[config.mk]
export PLATFORM = sky130hd
export DESIGN_NAME = lenet_argmax_classifier
export DESIGN_NICKNAME = d
export VERILOG_FILES = /design/src/rtl/lenet_pkg.sv /design/src/rtl/lenet_argmax_cmp.sv /design/src/rtl/lenet_argmax_classifier.sv
export SDC_FILE = /design/constraint.sdc
export NUM_CORES = 1
export LEC_CHECK = 0
export ABC_CLOCK_PERIOD_IN_PS = 5650
export CAP_MARGIN = 20
export CORE_ASPECT_RATIO = 0.7
export CORE_MARGIN = 1.5
export CORE_UTILIZATION = 30
export DETAILED_ROUTE_END_ITERATION = 7
export MAX_ROUTING_LAYER = met4
export PLACE_DENSITY_LB_ADDON = 0.15
export SYNTH_ARGS = -nofsm -noshare
export SYNTH_HDL_FRONTEND = slang
export SYNTH_SLANG_ARGS = --single-unit
[constraint.sdc]
create_clock -name clk -period 5.65 [get_ports clk]
set_input_delay 1.13 -clock clk [delete_from_list [all_inputs] [get_ports clk]]
set_output_delay 1.13 -clock clk [all_outputs]
set_load 0.02 [all_outputs]
[src/rtl/lenet_pkg.sv]
// Shared types and defaults for the LeNet argmax classifier stage.
package lenet_pkg;

  localparam int BITWIDTH_DEF    = 8;
  localparam int NUM_CLASSES_DEF = 10;

  typedef enum logic [1:0] {
    IDLE,
    SCAN,
    DONE
  } argmax_state_t;

  typedef logic signed [BITWIDTH_DEF-1:0] logit_t;

endpackage

[src/rtl/lenet_argmax_cmp.sv]
// Combinational compare/update cell: a candidate logit replaces the base entry
// when it is strictly greater, or when the base entry is not yet valid.
module lenet_argmax_cmp #(
  parameter int BITWIDTH = 8,
  parameter int IDX_W    = 4
) (
  input  logic signed [BITWIDTH-1:0] cand_score,
  input  logic        [IDX_W-1:0]    cand_idx,
  input  logic signed [BITWIDTH-1:0] base_score,
  input  logic        [IDX_W-1:0]    base_idx,
  input  logic                       base_vld,
  output logic signed [BITWIDTH-1:0] nxt_score,
  output logic        [IDX_W-1:0]    nxt_idx
);

  logic take;

  always_comb begin
    // NOTE: every output of a combinational block gets a value on every path,
    // otherwise synthesis infers a latch to remember the old value.
    take      = 1'b0;
    nxt_score = base_score;
    nxt_idx   = base_idx;
    // Strict compare: on a tie the earlier (lower) index keeps its place.
    if (!base_vld || (cand_score > base_score)) begin
      take = 1'b1;
    end
    if (take) begin
      nxt_score = cand_score;
      nxt_idx   = cand_idx;
    end
  end

endmodule

[src/rtl/lenet_argmax_classifier.sv]
// Final LeNet stage: captures the logit vector, scans it one entry per cycle
// and reports the winning class. Optional top-2 outputs: LENET_ARGMAX_TOP2_EN.
module lenet_argmax_classifier
  import lenet_pkg::*;
#(
  parameter  int BITWIDTH    = BITWIDTH_DEF,
  parameter  int NUM_CLASSES = NUM_CLASSES_DEF,
  parameter  int CNT_W       = 16,
  localparam int IDX_W       = $clog2(NUM_CLASSES)
) (
  input  logic                       clk,
  input  logic                       rst_n,
  input  logic                       in_valid,
  output logic                       in_ready,
  input  logic signed [BITWIDTH-1:0] featuremap3 [NUM_CLASSES-1:0],
  output logic                       out_valid,
  input  logic                       out_ready,
  output logic        [IDX_W-1:0]    class_idx,
  output logic signed [BITWIDTH-1:0] class_score,
  output logic        [CNT_W-1:0]    frame_cnt
`ifdef LENET_ARGMAX_TOP2_EN
  ,
  output logic        [IDX_W-1:0]    second_idx,
  output logic        [BITWIDTH:0]   margin
`endif
);

  if (NUM_CLASSES < 2) begin : g_bad_cfg
    $error("lenet_argmax_classifier: NUM_CLASSES must be at least 2");
  end

  argmax_state_t              state;
  logic signed [BITWIDTH-1:0] bank [NUM_CLASSES];
  logic        [IDX_W-1:0]    ptr;
  logic signed [BITWIDTH-1:0] best_score;
  logic        [IDX_W-1:0]    best_idx;
  logic signed [BITWIDTH-1:0] nxt_best_score;
  logic        [IDX_W-1:0]    nxt_best_idx;
  logic signed [BITWIDTH-1:0] cand_score;
  logic                       last_entry;

  assign cand_score = bank[ptr];
  assign last_entry = (ptr == IDX_W'(NUM_CLASSES - 1));

  lenet_argmax_cmp #(
    .BITWIDTH (BITWIDTH),
    .IDX_W    (IDX_W)
  ) u_cmp_best (
    .cand_score (cand_score),
    .cand_idx   (ptr),
    .base_score (best_score),
    .base_idx   (best_idx),
    .base_vld   (1'b1),
    .nxt_score  (nxt_best_score),
    .nxt_idx    (nxt_best_idx)
  );

`ifdef LENET_ARGMAX_TOP2_EN
  logic signed [BITWIDTH-1:0] run_second_score;
  logic        [IDX_W-1:0]    run_second_idx;
  logic                       run_second_vld;
  logic signed [BITWIDTH-1:0] cmp_second_score;
  logic        [IDX_W-1:0]    cmp_second_idx;
  logic signed [BITWIDTH-1:0] nxt_second_score;
  logic        [IDX_W-1:0]    nxt_second_idx;
  logic                       best_taken;
  logic        [BITWIDTH:0]   nxt_margin;

  lenet_argmax_cmp #(
    .BITWIDTH (BITWIDTH),
    .IDX_W    (IDX_W)
  ) u_cmp_second (
    .cand_score (cand_score),
    .cand_idx   (ptr),
    .base_score (run_second_score),
    .base_idx   (run_second_idx),
    .base_vld   (run_second_vld),
    .nxt_score  (cmp_second_score),
    .nxt_idx    (cmp_second_idx)
  );

  // The running best always sits below ptr, so a best index equal to ptr
  // means the candidate just displaced it and the old best is demoted.
  assign best_taken = (nxt_best_idx == ptr);

  always_comb begin
    nxt_second_score = cmp_second_score;
    nxt_second_idx   = cmp_second_idx;
    if (best_taken) begin
      nxt_second_score = best_score;
      nxt_second_idx   = best_idx;
    end
    nxt_margin = {nxt_best_score[BITWIDTH-1], nxt_best_score}
               - {nxt_second_score[BITWIDTH-1], nxt_second_score};
  end
`endif

  // NOTE: sequential state uses non-blocking assignments only, so every
  // register samples the pre-edge values regardless of statement order.
  always_ff @(posedge clk or negedge rst_n) begin
    if (!rst_n) begin
      state       <= IDLE;
      in_ready    <= 1'b0;
      out_valid   <= 1'b0;
      class_idx   <= '0;
      class_score <= '0;
      frame_cnt   <= '0;
      ptr         <= '0;
      best_score  <= '0;
      best_idx    <= '0;
      // NOTE: the logit bank is small and reset-cleared on purpose so an
      // aborted frame never leaves stale logits behind.
      for (int i = 0; i < NUM_CLASSES; i++) begin
        bank[i] <= '0;
      end
`ifdef LENET_ARGMAX_TOP2_EN
      run_second_score <= '0;
      run_second_idx   <= '0;
      run_second_vld   <= 1'b0;
      second_idx       <= '0;
      margin           <= '0;
`endif
    end else begin
      case (state)
        IDLE: begin
          in_ready <= 1'b1;
          if (in_valid && in_ready) begin
            for (int i = 0; i < NUM_CLASSES; i++) begin
              bank[i] <= featuremap3[i];
            end
            best_score <= featuremap3[0];
            best_idx   <= '0;
            ptr        <= IDX_W'(1);
            in_ready   <= 1'b0;
            state      <= SCAN;
`ifdef LENET_ARGMAX_TOP2_EN
            run_second_vld <= 1'b0;
`endif
          end
        end

        SCAN: begin
          best_score <= nxt_best_score;
          best_idx   <= nxt_best_idx;
          ptr        <= ptr + 1'b1;
`ifdef LENET_ARGMAX_TOP2_EN
          run_second_score <= nxt_second_score;
          run_second_idx   <= nxt_second_idx;
          run_second_vld   <= 1'b1;
`endif
          if (last_entry) begin
            out_valid   <= 1'b1;
            class_idx   <= nxt_best_idx;
            class_score <= nxt_best_score;
            state       <= DONE;
`ifdef LENET_ARGMAX_TOP2_EN
            second_idx <= nxt_second_idx;
            margin     <= nxt_margin;
`endif
          end
        end

        DONE: begin
          if (out_ready) begin
            out_valid <= 1'b0;
            frame_cnt <= frame_cnt + 1'b1;
            in_ready  <= 1'b1;
            state     <= IDLE;
          end
        end

        default: begin
          state <= IDLE;
        end
      endcase
    end
  end

endmodule

==> impl_metrics.ini <==
[timing]
slew_viol_final = 0
holdWs_ns = 0.472
fin_crit_sh = 0.741
setup_viol = 0
skew_ns = 0.0125
setup_tns_ns = 0
max_clock_freq_ghz = 0.239
fin_ws_ns = 1.46
hold_viol_final = 0
post-route-min-period_ns = 4.19
slew-limit-headroom = 0.313
rsz0062_at_grt = false
worst_slew_pin_slew_ns = 1.03

[finish]
finalNonFillerCells = 1050
final_common_cell = nand2_1
final_cell_mix = nand2_1 (279), dfrtp_1 (127), clkdlybuf4s50_1 (112), mux2_2 (40)
fillers = 1970
final_core_util = 0.406
antenna_cells = 0
drive_above_1_share = 0.119
nets = 862
design_area_um2 = 8110
syn_to_final_growth_pct = 31.8

[synth]
synthFlopType = dfrtp_1
synth_warnings = 0
netlist_area_um2 = 6150
synth.distinct_cells = 40
async_flop_share = 1.00
avgSynthCellArea_um2 = 9.22
synth-edff-count = 0
ys_seq_elements = 128
synth_cells = 667
syn_nets = 762
ys_seq_area_frac = 0.521

[power]
p_total_mw = 4.97
ir_drop_mv = 0.301
power.density_nw_per_um2 = 613
p_leak_nw = 3.78

[job]
cap_viol_max_count = 0

[global_routing]
grt_pass1_vias = 5191
grt_use_total = 0.177
grt_pass1_wl_um = 28400
overflow = 0
antenna_found_initial = 0
grt_max_degree = 90

[detailed_routing]
wirelength_met1_um = 9400
maxUsedRoutingLayer = met4
drc = 0
drtIter0Drc = 311
vias = 4928
ant_nets = 0
wl_per_cell_um = 16.8
wl_met2_um = 7300
met3_length_um = 821
firstDrtPassIters = 7
via_per_inst = 4.69
drt-total-wl_um = 17600

[cts]
cts_sinks = 128
cts_hold_buf = 0
cts_tree = yes
clkTransAtPathRegs_ns = 0.06
cts_resized = 0
clock_path_buffers = 2
clockRootBuffer = clkbuf_16
clk_latency_ns = 0.42
cts-buffers-inserted = 17
cts_max_level = 4
cts_setup_buffers = 0

[placed_design]
place_congestion = 0.844
hpwlAfterDp_um = 12800
preCtsSetupSlack_ns = 1.48
dp.cells = 1016
dpl_cell_area_um2 = 7470
port_buffers = 113

[status]
status = complete, no violations

[floorplanning]
rows = 43
die_h_um = 123
dieWidth_um = 174
start_util = 0.308
coreArea_um2 = 20000
die-area_um2 = 21400
ios = 114

[worst_setup_path]
startpoint_type = flop
r2r_cells = 9
critPathKind = reg -> reg
crit_arrival_ns = 4.52
r2r_start = ptr[0]$_DFFE_PN0P_
critPathMaxFanout = 47
critPathLaunch = ptr[0]$_DFFE_PN0P_
crit_required_ns = 5.98
critPathCaptureType = flop

[hold_path]
min_from = bank[31]$_DFFE_PN0P_
hold_path_class = reg -> reg
holdPathStages = 2
-- worst max-delay path: stages, from the launching register on --
cell and delay [ns]:
dfrtp_2 1.04, mux2_2 0.32, o22ai_1 0.09, o31ai_1 0.53, ha_1 0.23, nand4_1 0.12, a41oi_1 0.21, o21a_1 0.61
o21a_1 0.64, mux2i_1 0.26
-- flip-flops by register name, indices dropped and copies added (netlist names) --
name	count
class_idx	4
ptr	4
out_valid	1
in_ready	1
best_score	8
frame_cnt	16
best_idx	4
bank	80
class_score	8
state	2
-- layer usage --
metal,up-vias,track usage
met4,0,0.0388
li1,2426,-
met2,117,0.242
met5,-,-
met1,2379,0.260
met3,6,0.0424
-- cells by family (layout without fill, tap and decap cells) --
logic type | after synthesis | count (layout) | share of synthesized area
mux | 44 | 44 | 0.0798
buf+inv | 54 | 167 | 0.0407
fa+ha+maj | 11 | 11 | 0.0224
flops | 128 | 128 | 0.521
xor+xnor | 15 | 15 | 0.0214
simple gates | 330 | 330 | 0.216
compound gates | 85 | 85 | 0.0993
-- power by group --
group          switching [mW]  internal (mW)
logic                    1.28          0.935
registers               0.325           1.30
clock network           0.456          0.677
total                    2.06           2.91
-- cells in the mapped netlist, types with 5 or more instances --
| cell | n | area share |
|---|---|---|
| nand2_1 | 279 | 0.17 |
| buf_2 | 8 | 0.0065 |
| nand2b_1 | 5 | 0.0051 |
| mux2_2 | 40 | 0.073 |
| ha_1 | 11 | 0.022 |
| o211ai_1 | 9 | 0.011 |
| o21ai_0 | 17 | 0.014 |
| dfrtp_1 | 128 | 0.52 |
| xnor2_1 | 11 | 0.016 |
| nand3_1 | 13 | 0.011 |
| nor2_1 | 9 | 0.0055 |
| buf_4 | 6 | 0.0073 |
| o22ai_1 | 16 | 0.016 |
| nor3_1 | 6 | 0.0049 |
| inv_1 | 15 | 0.0092 |
| a21oi_1 | 12 | 0.0098 |
| buf_1 | 7 | 0.0043 |
| o31ai_1 | 16 | 0.020 |
| clkbuf_1 | 16 | 0.0098 |
| o311ai_2 | 5 | 0.013 |
-- path summary, 6_finish.rpt --
check,slack [ns],to
max,1.46,best_idx[1]$_DFFE_PN0P_
min reg2reg,0.47,bank[31]$_DFFE_PN0P_
max reg2reg,1.46,best_idx[1]$_DFFE_PN0P_
min,0.47,bank[31]$_DFFE_PN0P_
min in group asynchronous,0.55,class_idx[0]$_DFFE_PN0P_
max in group asynchronous,4.19,bank[52]$_DFFE_PN0P_
-- area by class of cell --
cell class / count / area, um2 / area share
sequential: 128 / 3200 / 0.395
multi-input combinational: 485 / 2700 / 0.333
timing repair buffer: 120 / 1200 / 0.148
clock buffer: 18 / 439 / 0.0542
tap: 270 / 338 / 0.0417
clock inverter: 14 / 168 / 0.0207
inverter: 15 / 56.3 / 0.00695
Note: power is estimated with default switching activity, not from simulation.
==> RTL edit 1: new RTL, same flow settings <==
The 3 states of `argmax_state_t` get a one-hot encoding in 3 bits.
--- a/src/rtl/lenet_pkg.sv
+++ b/src/rtl/lenet_pkg.sv
@@ -4,10 +4,10 @@
   localparam int BITWIDTH_DEF    = 8;
   localparam int NUM_CLASSES_DEF = 10;
 
-  typedef enum logic [1:0] {
-    IDLE,
-    SCAN,
-    DONE
+  typedef enum logic [2:0] {
+    IDLE = 3'b001,
+    SCAN = 3'b010,
+    DONE = 3'b100
   } argmax_state_t;
 
   typedef logic signed [BITWIDTH_DEF-1:0] logit_t;
Function: same outputs for any inputs over 10 cycles, from zero or initial values and one cycle with rst_n low; not proved beyond that.
==> RTL edit 1 against the original RTL <==
- area after synthesis up 0.92%
- clock skew down 0.0049 ns
- count of clock-buffer cells in the layout down 1
- final area up 0.94%
- worst setup slack worse by 0.079 ns
- die area up 0.90%
- global-route usage up 0.46 points
- critical path depth up 1
- total power down 9.9%
- routed wire length up 1.4%
- via count up 2.3%
- utilization up 0.27 points
- sequential cell count up 1
==> RTL edit 1: results (changes against the original RTL) <==
Lkg Pwr 3.75 nW (was 3.78 nW); skew final 0.00757 ns (was 0.0125 ns); vias in the first global route 4,968 (was 5,191); Post-DP Area 7530 um^2 (was 7470 um^2); largest net degree at the start of global routing 59 (was 90); wire per inst 16.8 um (about the same); # resized after CTS 0 (unchanged); top post-synthesis cells by area dfrtp_1, nand2_1, mux4_2 (was dfrtp_1, nand2_1, mux2_2); placed insts 1,029 (was 1,016); average size of a mapped cell 9.11 um^2 (was 9.22 um^2); Fillers 1,992 (was 1,970); CTS buffer count 17 (unchanged); Max Buffers Root-to-Sink 2 (unchanged); GRT Total Usage 0.181 (was 0.177); IO Port Bufs 113 (unchanged); Root Buffer clkbuf_16 (unchanged); H-tree levels 4 (unchanged); initial antenna violation count 0 (unchanged); ys async rst share 1.00 (unchanged); layout cells sized above 1 0.0957 (was 0.119); Worst VDD drop 0.323 mV (was 0.301 mV); hold crit path type reg -> reg (unchanged); Mapped Nets 776 (was 762); Worst Min Path Start bank[26] (was bank[31]); Warnings, synthesis 0 (unchanged); clock latency on the worst-skew pair 0.42 ns (about the same); Worst Path Arrival 4.53 ns (was 4.52 ns); biggest regs bank (80), frame_cnt (16) (unchanged); sequential share of the synthesized area 0.520 (was 0.521); top_reg_cell synth dfrtp_1 (unchanged); routability cong. 0.852 (was 0.844); postcts setup bufs 0 (unchanged); wire length of the first global-routing pass 28,400 um (about the same); list of most frequent post-synthesis cells nand2_1, dfrtp_1, nor2_1, clkbuf_1, nand3_1 (was nand2_1, dfrtp_1, mux2_2, o21ai_0); status finished clean (unchanged); final net count 876 (was 862); average vias per placed instance 4.74 (was 4.69); pre-CTS setup slack 1.22 ns (was 1.48 ns); DRT Pass-1 Iters 5 (was 7); Iteration-0 DRC Markers 449 (was 311); DPL Wire Length 13,200 um (was 12,800 um); ANT cells 0 (unchanged); Worst-path clk slew 0.06 ns (about the same); Crit Path Category reg -> reg (unchanged); critical-path maximum fanout 49 (was 47); first element of the critical path ptr[0] (unchanged); worst-margin pin slew 1.01 ns (was 1.03 ns); non-filler cells, final 1,064 (was 1,050); post-synth cell types 43 (was 40)
RTL edit 1: routing by layer:
metal / up-vias / share of wire / global-route usage
met5: - / 0 / -
met4: 0 / 0.0083 / 0.0582
met3: 12 / 0.045 / 0.0363
met2: 129 / 0.41 / 0.241
met1: 2422 / 0.54 / 0.271
li1: 2477 / - / -
RTL edit 1: critical path, cell delays in order (launching register included):
cell and delay (ns):
dfrtp_2 0.98, mux4_2 0.39, nor2_1 0.05, o41ai_2 0.47
ha_1 0.35, or3b_1 0.22, a211oi_2 0.06, or3_1 0.57
nor3_1 0.57, clkbuf_2 0.29, o311ai_0 0.15
RTL edit 1: final cells by class:
cell class / count / area, um^2 / share of cell area
Inverter: 13 / 48.8 / 0.00596
Clock buffer: 17 / 425 / 0.0520
Timing Repair Buffer: 124 / 1230 / 0.151
Tap cell: 270 / 338 / 0.0413
Multi-Input combinational cell: 496 / 2720 / 0.333
Clock inverter: 15 / 184 / 0.0225
Sequential cell: 129 / 3230 / 0.395
RTL edit 1: final timing paths:
kind                            endpoint  slack, ns  cells past startpoint
setup reg to reg           best_score[6]       1.39                     10
setup / recovery           best_score[6]       1.39                     10
hold reg to reg                 bank[26]       0.47                      2
hold / removal                  bank[26]       0.47                      2
min in group asynchronous       bank[12]       0.75                      1
max in group asynchronous       state[0]       3.89                      2
RTL edit 1: cell families after synthesis:
group / after synthesis / synth area share
and+or+nand+nor: 376 / 0.255
DFF: 129 / 0.520
AOI/OAI and AO/OA: 77 / 0.0946
buffers and inverters: 56 / 0.0415
muxes: 17 / 0.0454
xor gates and xnor gates: 15 / 0.0212
adders and majority gates: 11 / 0.0222
RTL edit 1: power by group:
part	internal (mW)	switching, mW
logic	0.716	1.08
clock network	0.698	0.433
registers	1.27	0.284
total	2.68	1.80
==> RTL edit 2: new RTL, same flow settings <==
Without the edit above. Add a define of `LENET_ARGMAX_TOP2_EN`.
--- a/src/rtl/lenet_argmax_classifier.sv
+++ b/src/rtl/lenet_argmax_classifier.sv
@@ -1,5 +1,7 @@
 // Final LeNet stage: captures the logit vector, scans it one entry per cycle
 // and reports the winning class. Optional top-2 outputs: LENET_ARGMAX_TOP2_EN.
+`define LENET_ARGMAX_TOP2_EN
+
 module lenet_argmax_classifier
   import lenet_pkg::*;
 #(
Formal check against the unedited RTL (old outputs only; new: margin and second_idx): equivalent (equiv_simple and equiv_induct, registers matched by name and starting in step).
==> RTL edit 2 against the original RTL <==
- area after synthesis up 27%
- sequential cell count up 26
- routed wire length up 29%
- worst setup slack worse by 1.1 ns
- synthesized cell count up 29%
- final area up 26%
- count of clock-buffer cells in the layout unchanged
- first-iteration DRC count up 32%
- utilization down 0.87 points
- worst hold slack about the same
- global-route usage up 0.66 points
- critical path depth up 10
Power is not shown: default switching activity piles up to over one toggle a cycle in this logic, so the estimate is an artifact.
==> RTL edit 2: results (changes against the original RTL) <==
biggest regs bank (80), frame_cnt (16), margin (9) (was bank (80), frame_cnt (16)); depth of the worst register-to-register path 19 (was 9); DRT Pass-1 Iters 5 (was 7); Mapped Cells 863 (was 667); CP delay by family, top compound AO/OA/AOI/OAI gates (unchanged); wire length of the first global-routing pass 36,500 um (was 28,400 um); top post-synthesis cells by area dfrtp_1, nand2_1, mux4_2 (was dfrtp_1, nand2_1, mux2_2); list of most frequent post-synthesis cells nand2_1, dfrtp_1, nor2_1, clkbuf_1, a21oi_1 (was nand2_1, dfrtp_1, mux2_2, o21ai_0); post-synth cell types 58 (was 40); CP peak stage delay 0.55 ns (was 1.04 ns); Synth Area in XOR/XNOR 0.0269 (was 0.0214); Compound-Gate Fraction of Synth Area 0.0994 (was 0.0993); top_reg_cell synth dfrtp_1 (unchanged); wire per inst 17.1 um (was 16.8 um); Iteration-0 DRC Markers 412 (was 311); mux share of post-synthesis cell area 0.0744 (was 0.0798); layout cells sized above 1 0.0950 (was 0.119); sequential share of the synthesized area 0.494 (was 0.521); placed insts 1,300 (was 1,016); post-route cell area 10,200 um^2 (was 8110 um^2); GRT Total Usage 0.183 (was 0.177); Post-Synth Adder-Cell Area 0.0442 (was 0.0224); Root Buffer clkbuf_16 (unchanged); IO Port Bufs 126 (was 113); average vias per placed instance 4.76 (was 4.69); Fillers 2,577 (was 1,970); ANT cells 0 (unchanged); Worst Path Arrival 5.54 ns (was 4.52 ns); critical-path maximum fanout 10 (was 47); Crit-path slowest cell dfrtp_2 (unchanged); Mapped Nets 974 (was 762); largest net degree at the start of global routing 78 (was 90); routability cong. 0.899 (was 0.844); vias in the first global route 6,482 (was 5,191); DPL Wire Length 16,900 um (was 12,800 um); Post-DP Area 9500 um^2 (was 7470 um^2); pre-CTS setup slack 0.411 ns (was 1.48 ns); skew final 0.0102 ns (was 0.0125 ns); Hold Path Depth 2 (unchanged); status finished clean (unchanged); final net count 1,099 (was 862); slew margin rel. 0.361 (was 0.313); final wirelength 22,800 um (was 17,600 um)
RTL edit 2: cell count changes after synthesis, moves of 19 or more:
cell,unedited run,this run
dfrtp_1,128,154
nor2_1,9,38
mux2_2,40,10
a21oi_1,12,31
clkbuf_1,16,35
nand2_1,279,328
RTL edit 2: layer usage:
metal | up-vias | wire length, um | global-route usage
met5 | - | 0 | -
met4 | 0 | 171 | 0.0338
met3 | 12 | 1130 | 0.0455
met2 | 145 | 9550 | 0.263
met1 | 3027 | 11900 | 0.262
li1 | 3146 | - | -
RTL edit 2: repair_timing:
| item | 4_1_cts | 5_1_grt |
|---|---|---|
| gates resized for setup | 0 | 1 |
| setup endpoints to repair | 0 | 1 |
| hold endpoints to repair | 0 | 0 |
| setup buffers | 0 | 0 |
RTL edit 2: cell type report:
class	instances	share of cell area
well taps	331	0.0407
repair buffers	152	0.143
clock inverters	13	0.0235
clock buffers	18	0.0431
flip-flops and latches	154	0.378
multi-input cells	638	0.362
inverters	25	0.00946
RTL edit 2: cells by family (layout without fill, tap and decap cells):
kind of cell / Yosys count / count (layout)
AOI/OAI and AO/OA: 117 / 117
xor gates and xnor gates: 24 / 24
adders and majority gates: 27 / 27
buffers and inverters: 71 / 208
DFF: 154 / 154
muxes: 38 / 38
and+or+nand+nor: 432 / 432
RTL edit 2: worst paths after layout:
| path | slack, ns | from | endpoint |
|---|---|---|---|
| max | 0.40 | ptr[0] | margin[5] |
| max reg2reg | 0.40 | ptr[0] | margin[5] |
| min reg2reg | 0.47 | bank[24] | bank[24] |
| max in group asynchronous | 3.87 | rst_n | class_score[7] |
| min | 0.47 | bank[24] | bank[24] |
| min in group asynchronous | 0.72 | rst_n | bank[34] |
